### src/rtl/xor_unit_arbiter.sv
// xor_unit_arbiter
//   Shares a single NOR-built 1-bit XOR cell among NREQ requesters. A round-robin arbiter
//   grants one requester at a time. The granted operands are latched and pushed through the
//   cell one bit per clock. Completion is signalled with a one-cycle ack/valid pulse.
//
//   Optional feature macro: XOR_ARB_PARITY_EN adds parity_o (even parity of res_o).
//
// Ports
//   clk        clock, all state updates on posedge
//   reset      synchronous active-high reset
//   req_i      per-requester level request, held until ack
//   a_i, b_i   packed operands, requester k at [k*WIDTH +: WIDTH]
//   ack_o      one-hot, one-cycle completion pulse to the served requester
//   busy_o     high while an operation is in flight (SHIFT/DONE)
//   gnt_idx_o  index of the current / most recently granted requester
//   res_o      A^B of the last completed operation (never partial)
//   valid_o    one-cycle pulse coincident with ack_o
//   parity_o   ^res_o, updated together with res_o (XOR_ARB_PARITY_EN only)

module xor_unit_arbiter #(
    parameter int unsigned NREQ  = 4,
    parameter int unsigned WIDTH = 8,
    localparam int unsigned IW   = $clog2(NREQ)
) (
    input  logic                  clk,
    input  logic                  reset,
    input  logic [NREQ-1:0]       req_i,
    input  logic [NREQ*WIDTH-1:0] a_i,
    input  logic [NREQ*WIDTH-1:0] b_i,
    output logic [NREQ-1:0]       ack_o,
    output logic                  busy_o,
    output logic [IW-1:0]         gnt_idx_o,
    output logic [WIDTH-1:0]      res_o,
    output logic                  valid_o
`ifdef XOR_ARB_PARITY_EN
    ,
    output logic                  parity_o
`endif
);

    localparam int unsigned CW = (WIDTH > 1) ? $clog2(WIDTH) : 1;
    localparam logic [CW-1:0] CntLast = CW'(WIDTH - 1);
    localparam logic [IW-1:0] IdxLast = IW'(NREQ - 1);

    typedef enum logic [1:0] {StIdle, StShift, StDone} state_e;

    state_e            state_q, state_d;
    logic [IW-1:0]     ptr_q, ptr_d;
    logic [CW-1:0]     cnt_q, cnt_d;
    logic [WIDTH-1:0]  a_op_q, a_op_d;
    logic [WIDTH-1:0]  b_op_q, b_op_d;
    logic [WIDTH-1:0]  res_sh_q, res_sh_d;
    logic [IW-1:0]     gnt_q, gnt_d;
    logic [WIDTH-1:0]  res_q, res_d;
    logic [NREQ-1:0]   ack_q, ack_d;
    logic              valid_q, valid_d;
    logic              busy_q, busy_d;
`ifdef XOR_ARB_PARITY_EN
    logic              acc_q, acc_d;
    logic              parity_q, parity_d;
`endif

    // ------------------------------------------------------------------
    // The one shared XOR cell, built from four NOR gates plus an inverter
    // (NOR with both inputs tied). Every result bit passes through here.
    // ------------------------------------------------------------------
    logic a_bit, b_bit;
    logic nor_ab, nor_a, nor_b, xnor_ab, cell_out;

    assign a_bit    = a_op_q[cnt_q];
    assign b_bit    = b_op_q[cnt_q];
    assign nor_ab   = ~(a_bit | b_bit);
    assign nor_a    = ~(a_bit | nor_ab);
    assign nor_b    = ~(b_bit | nor_ab);
    assign xnor_ab  = ~(nor_a | nor_b);
    assign cell_out = ~(xnor_ab | xnor_ab);

    // ------------------------------------------------------------------
    // Round-robin pick: lowest requester at or above ptr, else lowest
    // overall (the wrap-around case).
    // ------------------------------------------------------------------
    logic [NREQ-1:0] hi_req;
    logic [IW-1:0]   hi_idx, lo_idx, win_idx;

    always_comb begin
        hi_req = '0;
        hi_idx = '0;
        lo_idx = '0;
        for (int i = 0; i < NREQ; i++) begin
            hi_req[i] = req_i[i] && (IW'(i) >= ptr_q);
        end
        // Scan downwards so the last hit is the lowest index.
        for (int i = NREQ - 1; i >= 0; i--) begin
            if (hi_req[i]) hi_idx = IW'(i);
            if (req_i[i])  lo_idx = IW'(i);
        end
        win_idx = (|hi_req) ? hi_idx : lo_idx;
    end

    // ------------------------------------------------------------------
    // Next-state and output logic
    // ------------------------------------------------------------------
    always_comb begin
        state_d  = state_q;
        ptr_d    = ptr_q;
        cnt_d    = cnt_q;
        a_op_d   = a_op_q;
        b_op_d   = b_op_q;
        res_sh_d = res_sh_q;
        gnt_d    = gnt_q;
        res_d    = res_q;
        ack_d    = '0;
        valid_d  = 1'b0;
        busy_d   = busy_q;
`ifdef XOR_ARB_PARITY_EN
        acc_d    = acc_q;
        parity_d = parity_q;
`endif
        unique case (state_q)
            StIdle: begin
                if (|req_i) begin
                    a_op_d   = a_i[32'(win_idx) * WIDTH +: WIDTH];
                    b_op_d   = b_i[32'(win_idx) * WIDTH +: WIDTH];
                    res_sh_d = '0;
                    gnt_d    = win_idx;
                    cnt_d    = '0;
                    busy_d   = 1'b1;
`ifdef XOR_ARB_PARITY_EN
                    acc_d    = 1'b0;
`endif
                    state_d  = StShift;
                end
            end
            StShift: begin
                res_sh_d[cnt_q] = cell_out;
`ifdef XOR_ARB_PARITY_EN
                acc_d = acc_q ^ cell_out;
`endif
                if (cnt_q == CntLast) begin
                    cnt_d   = '0;
                    state_d = StDone;
                end else begin
                    cnt_d = cnt_q + 1'b1;
                end
            end
            StDone: begin
                res_d   = res_sh_q;
                ack_d   = NREQ'(1) << gnt_q;
                valid_d = 1'b1;
                ptr_d   = (gnt_q == IdxLast) ? '0 : gnt_q + 1'b1;
                busy_d  = 1'b0;
`ifdef XOR_ARB_PARITY_EN
                parity_d = acc_q;
`endif
                state_d = StIdle;
            end
            default: state_d = StIdle;
        endcase
    end

    always_ff @(posedge clk) begin
        if (reset) begin
            state_q  <= StIdle;
            ptr_q    <= '0;
            cnt_q    <= '0;
            a_op_q   <= '0;
            b_op_q   <= '0;
            res_sh_q <= '0;
            gnt_q    <= '0;
            res_q    <= '0;
            ack_q    <= '0;
            valid_q  <= 1'b0;
            busy_q   <= 1'b0;
`ifdef XOR_ARB_PARITY_EN
            acc_q    <= 1'b0;
            parity_q <= 1'b0;
`endif
        end else begin
            state_q  <= state_d;
            ptr_q    <= ptr_d;
            cnt_q    <= cnt_d;
            a_op_q   <= a_op_d;
            b_op_q   <= b_op_d;
            res_sh_q <= res_sh_d;
            gnt_q    <= gnt_d;
            res_q    <= res_d;
            ack_q    <= ack_d;
            valid_q  <= valid_d;
            busy_q   <= busy_d;
`ifdef XOR_ARB_PARITY_EN
            acc_q    <= acc_d;
            parity_q <= parity_d;
`endif
        end
    end

    assign ack_o     = ack_q;
    assign busy_o    = busy_q;
    assign gnt_idx_o = gnt_q;
    assign res_o     = res_q;
    assign valid_o   = valid_q;
`ifdef XOR_ARB_PARITY_EN
    assign parity_o  = parity_q;
`endif

endmodule

### config.mk
export PLATFORM = sky130hd
export DESIGN_NAME = xor_unit_arbiter
export DESIGN_NICKNAME = d
export VERILOG_FILES = /design/src/rtl/xor_unit_arbiter.sv
export SDC_FILE = /design/constraint.sdc
export NUM_CORES = 1
export LEC_CHECK = 0
export ABC_AREA = 1
export CAP_MARGIN = 0
export CORE_ASPECT_RATIO = 1.25
export CORE_MARGIN = 10
export CORE_UTILIZATION = 34
export CTS_BUF_LIST = sky130_fd_sc_hd__clkbuf_16
export CTS_CLUSTER_SIZE = 40
export DETAILED_ROUTE_END_ITERATION = 16
export PLACE_DENSITY_LB_ADDON = 0.3
export SLEW_MARGIN = 20
export SYNTH_ARGS = -nofsm -noshare
export SYNTH_HDL_FRONTEND = slang
export SYNTH_SLANG_ARGS = --single-unit
### constraint.sdc
create_clock -name clk -period 2.6 [get_ports clk]
set_input_delay 0.65 -clock clk [delete_from_list [all_inputs] [get_ports clk]]
set_output_delay 0.65 -clock clk [all_outputs]
set_load 0.005 [all_outputs]
==> out/metrics.cfg, run 1 <==
[sta]
fin_crit_ns = 2.16
worst_slew_pin_slew_ns = 0.697
relSlewSlack_pct = 53.3
skew_ns = 0.00523
setup-tns-final_ns = 0
finalSetupViolCount = 0
period_share_pct = 83.2
hold_viol = 0
fmax_mhz = 462
slew_violations = 0
setup_ws_ns = 0.438
rsz0062_at_grt = no

[clock_tree]
cts_buffers = 5
postCtsSetupBuffers = 0
cts_resized = 0
hold_buffers = 0
cts_buffer_depth = 2
clk_latency_ns = 0.28
cts.reportedPaths.clkPinSlew_ns = 0.06
root_buffer = clkbuf_16
cts_sinks = 47
h-tree-depth = 2
cts_tree = yes

[synth]
avgSynthCellArea_um2 = 6.07
synth.top_cell.area_share_pct = 33.8
synthesis.nets = 531
yosysUniqueCellTypes = 24
ys_ff_latch = 47
syn_area_um2 = 2780
syn-instance-count = 458
synth_area_leaders = dfxtp_1 (34%), nand2_1 (18%), nand3_1 (13%), inv_1 (12%), a21oi_1 (4.5%)
synth-seq-area-share_pct = 33.8
yosysWarnings = 0
yosysTopAreaCell = dfxtp_1

[finish]
final_cells = 630
drive_gt1_share_pct = 4.30
fin_nets = 608
multi_input_area_um2 = 1380
area_delta_synth_final_pct = 39.2
fillers = 815
diodes = 0
regArea_um2 = 941

[hold_path]
hold_depth = 2
min_path_type = reg -> reg

[worst_setup_path]
rr_worst_depth = 10
critPathCaptureType = flip-flop
required_ns = 2.77
cp.arrival_ns = 2.33
start_kind = input port
crit_path_max_fanout = 38
critPathKind = in -> reg

[flow_run]
drv_cap = 0

[routing]
wl_per_cell_um = 12.1
via_count = 2977
drtIter0Drc = 128
routed_via_density = 4.73
drcViolationCount = 0
first_pass_iters = 4
totalWireLength_um = 7590
ant_nets = 0

[power_and_ir_drop]
p_per_area_nw_per_um2 = 488
power_frac_clock_pct = 37.1
seq_power_share_pct = 41.6
p_int_w = 0.00140
power_leakage_nw = 1.90
p_sw_share_pct = 25.7
total_power_w = 0.00189
comb_power_share_pct = 21.3
p_switching_w = 0.000486
peakVddDrop_uv = 331

[global_routing]
antenna_found_initial = 0
grt_pass1_wl_um = 12700
grt_usage_pct = 12.4
grt_pass1_vias = 2987
grt_remaining_overflow = 0
grt_max_degree = 39

[placed_design]
portBuffers = 85
gp_congestion = 0.835
dp_hpwl_um = 6150
place_ws_ns = 0.129
dpl.cell_count = 623

[floorplan]
die-area_um2 = 12200
die_w_um = 101
initial_core_util_pct = 35.3
core-area_um2 = 7880
fp.dieH_um = 121
io_pins = 86
num_rows = 36

[run_status]
status = completed

## power groups by stage
stage	combinational [W]	sequential, W	clock [W]
after floorplan	0.000240	0.000789	0
final	0.000402	0.000785	0.000700
after detailed placement	0.000404	0.000801	0
after global placement	0.000398	0.000801	0
after global routing	0.000460	0.000790	0.000740
after CTS	0.000406	0.000786	0.000711
## stage by stage
stage | utilization [%] | hold WS (ns) | instance area (um^2)
6_report | 49.1 | 0.448 | 3870
5_1_grt | 49.1 | 0.479 | 3870
4_1_cts | 49.1 | 0.451 | 3870
3_5_place_dp | 47.1 | 0.438 | 3710
3_3_place_gp | 47.1 | 0.436 | 3710
2_1_floorplan | - | 0.419 | 2780
## sequential cells by signal, indices dropped and copies added, names as in the netlist
register	cells
res_o	8
busy_o	1
valid_o	1
gnt_idx_o	2
a_op_q	8
b_op_q	8
cnt_q	3
ptr_q	2
ack_o	4
state_q	2
res_sh_q	8
## Yosys cell counts, drive strengths merged
cell type,number
o21ai,14
nand2,135
a211oi,1
clkbuf,9
nor3,8
o21a,1
o31ai,1
nand4,4
ha,3
a21oi,28
inv,88
nand3,71
buf,15
dfxtp,47
nand3b,8
nor2,25
## cells by family (layout without fill, tap and decap cells)
| group | Yosys count | in the layout | share of synthesized area (%) |
|---|---|---|---|
| and+or+nand+nor | 251 | 251 | 39.4 |
| adders and majority gates | 3 | 3 | 1.35 |
| DFF | 47 | 47 | 33.8 |
| AOI/OAI and AO/OA | 45 | 45 | 8.78 |
| buffers and inverters | 112 | 189 | 16.6 |
## critical path: stages
cell	delay (ns)
clkdlybuf4s50_1	0.44
inv_1	0.08
nor2_1	0.06
a21oi_2	0.19
nand3_1	0.13
nand2_1	0.17
buf_12	0.21
inv_2	0.10
nand2_1	0.06
nand3_1	0.09
nand2_1	0.09
nor2_1	0.04
## cell usage in the layout, fill, tap and decap left out
cell	synthesis	final
nand4_1	4	4
nand3_2	1	1
nand2_1	134	134
o21a_1	1	1
a21oi_1	25	25
a21oi_2	3	3
nor2_4	1	1
clkdlybuf4s50_1	0	85
dfxtp_1	47	47
inv_2	2	2
nand3_1	70	70
clkbuf_16	0	5
nand2_2	1	1
a211oi_1	1	1
o21ai_1	3	3
ha_1	3	3
nor3_1	8	8
bufinv_16	0	1
nand3b_1	8	8
o21ai_0	11	11
nor2_1	24	24
inv_1	86	87
o31ai_1	1	1
buf_12	0	2
buf_4	4	7
## cell type report
cell class              instances  share of cell area (%)
well taps                      95                    3.07
clock buffers                   5                    3.23
repair buffers                 94                    24.4
clock inverters                 2                   0.873
flip-flops and latches         47                    24.3
inverters                      88                    8.54
multi-input cells             299                    35.6
## metal layers
layer / part of all wire, % / vias up / global-route usage [%]
li1: - / 1570 / -
met1: 40 / 1333 / 12.8
met2: 53 / 63 / 23.5
met3: 5.4 / 11 / 3.02
met4: 1.5 / 0 / 3.89
met5: 0 / - / 0
## path summary, 6_finish.rpt
kind                             startpoint          end  slack, ns
worst max-delay path               req_i[1]    a_op_q[7]       0.44
worst min-delay path            res_sh_q[0]     res_o[0]       0.45
worst max register to register     cnt_q[0]  res_sh_q[6]       0.84
worst min register to register  res_sh_q[0]     res_o[0]       0.45
(Power assumes the default switching activity.)
==> inputs of run 2 (changes only) <==
clock period = 2.1 ns   (was 2.6 ns; I/O delays follow)
==> run 2 against run 1 <==
Critical endpoint unchanged. Core utilization increased by 1.4 points. Combinational power increased by 32%. Highest routed layer unchanged. Sequential power increased by 24%. Critical path depth unchanged. Global-route usage increased by 0.45 points. Register-to-register slack got worse by 0.51 ns. First-iteration DRC count increased by 52%.
==> out/metrics.cfg, run 2 (synthesized netlist as in run 1, its figures left out) <==
[worst_setup_path]
critPathCaptureType = flip-flop
critPathKind = in -> reg
start_kind = input port
crit_path_max_fanout = 19  ; -50%
required_ns = 2.28  ; -0.49 ns
cp.arrival_ns = 2.09  ; -0.24 ns

[finish]
area_delta_synth_final_pct = 43.1
diodes = 0  ; unchanged
multi_input_area_um2 = 1390  ; +1.0%
final_common_cell = nand2_1
fin_nets = 616  ; +1.3%
regArea_um2 = 941  ; unchanged
final_cell_mix = nand2_1 (133), inv_1 (86), clkdlybuf4s50_1 (85)
final_area_um2 = 3980  ; +2.8%
fillers = 784  ; -3.8%
drive_gt1_share_pct = 6.43  ; +2.1 points

[floorplan]
io_pins = 86  ; unchanged
die-area_um2 = 12200  ; unchanged
fp.dieH_um = 121  ; unchanged
initial_core_util_pct = 35.3  ; unchanged
core-area_um2 = 7880  ; unchanged
num_rows = 36  ; unchanged
die_w_um = 101  ; unchanged

[routing]
ant_nets = 0  ; unchanged
totalWireLength_um = 8030  ; +5.7%
wl_per_cell_um = 12.6  ; +4.2%
drtIter0Drc = 194  ; +52%
drcViolationCount = 0  ; unchanged
first_pass_iters = 4  ; unchanged
routed_via_density = 4.66  ; -1.3%
via_count = 2980  ; +0.10%

[sta]
skew_ns = 0.00330  ; -0.00193 ns
fin_crit_ns = 1.92
fmax_mhz = 521
rsz0062_at_grt = no
finalSetupViolCount = 0  ; unchanged
relSlewSlack_pct = 54.4  ; +1.1 points
hold_viol = 0  ; unchanged
worst_slew_pin_slew_ns = 0.681  ; -0.0164 ns
period_share_pct = 91.4
slew_violations = 0  ; unchanged

[power_and_ir_drop]
p_per_area_nw_per_um2 = 599  ; +23%
total_power_w = 0.00238  ; +26%
power_leakage_nw = 1.95  ; +2.7%
peakVddDrop_uv = 656  ; +98%

[global_routing]
grt_pass1_wl_um = 13100  ; +3.4%
grt_usage_pct = 12.8  ; +0.45 points
grt_pass1_vias = 2889  ; -3.3%
grt_remaining_overflow = 0  ; unchanged
grt_max_degree = 39  ; unchanged
antenna_found_initial = 0  ; unchanged

[clock_tree]
clk_latency_ns = 0.28  ; about the same
root_buffer = clkbuf_16
cts_tree = yes
cts.reportedPaths.clkPinSlew_ns = 0.06  ; about the same
hold_buffers = 0  ; unchanged
h-tree-depth = 2  ; unchanged
cts_buffers = 5  ; unchanged
cts_sinks = 47  ; unchanged
cts_buffer_depth = 2  ; unchanged

[flow_run]
drv_cap = 0  ; unchanged

[placed_design]
dp_hpwl_um = 6270  ; +1.8%
gp_congestion = 0.846  ; +1.3%
placed_area_um2 = 3780  ; +1.8%
portBuffers = 85  ; unchanged

[hold_path]
min_path_type = reg -> reg

[run_status]
status = completed

## run 2: power breakdown
part	leakage [nW]	switching, W	total, W	internal [W]
clock	0.0812	0.000321	0.000876	0.000555
sequential	0.384	0.0000356	0.000974	0.000938
combinational	1.49	0.000262	0.000532	0.000270
## run 2: what timing repair did
item                                    in CTS  in global routing
setup buffers                                0                  0
hold endpoints to repair                     0                  0
gates resized for setup                      0                  4
endpoints found under the setup margin       0                  7
## run 2: critical path, cell delays in order
cell             delay [ns]
clkdlybuf4s50_1        0.44
inv_1                  0.10
nor2_2                 0.05
a21oi_2                0.17
nand3_1                0.16
nand2_4                0.15
buf_12                 0.16
inv_2                  0.08
nand2_1                0.06
nand3_1                0.08
nand2_1                0.07
nor2_1                 0.04
## run 2: final cells by class
class | count | share of cell area [%]
Inverter | 88 | 8.30
Sequential cell | 47 | 23.6
Clock inverter | 3 | 0.975
Tap cell | 95 | 2.99
Timing Repair Buffer | 102 | 26.0
Clock buffer | 5 | 3.14
Multi-Input combinational cell | 299 | 35.0
## run 2: path summary, 6_finish.rpt
path	startpoint	end	slack, ns	cells past startpoint
worst min register to register	res_sh_q[0]	res_o[0]	0.45	2
worst max register to register	cnt_q[0]	res_sh_q[4]	0.33	11
worst min-delay path	res_sh_q[0]	res_o[0]	0.45	2
worst max-delay path	req_i[1]	a_op_q[7]	0.18	12
## run 2: metal layers
layer	part of all wire [%]	global-route usage, %
met1	41	13.7
met2	53	24.4
met3	5.1	2.96
met4	1.1	2.92
met5	0	0
## run 2: stage by stage
stage	cells	TNS, ns	hold slack (ns)	setup WS (ns)	util (%)
2_1_floorplan	458	0	0.419	0.538	-
5_1_grt	639	0	0.475	0.00281	50.5
3_5_place_dp	630	-1.63	0.437	-0.147	47.9
4_1_cts	638	0	0.451	0.132	50.0
6_report	639	0	0.452	0.181	50.5
3_3_place_gp	630	-1.08	0.430	-0.134	47.9
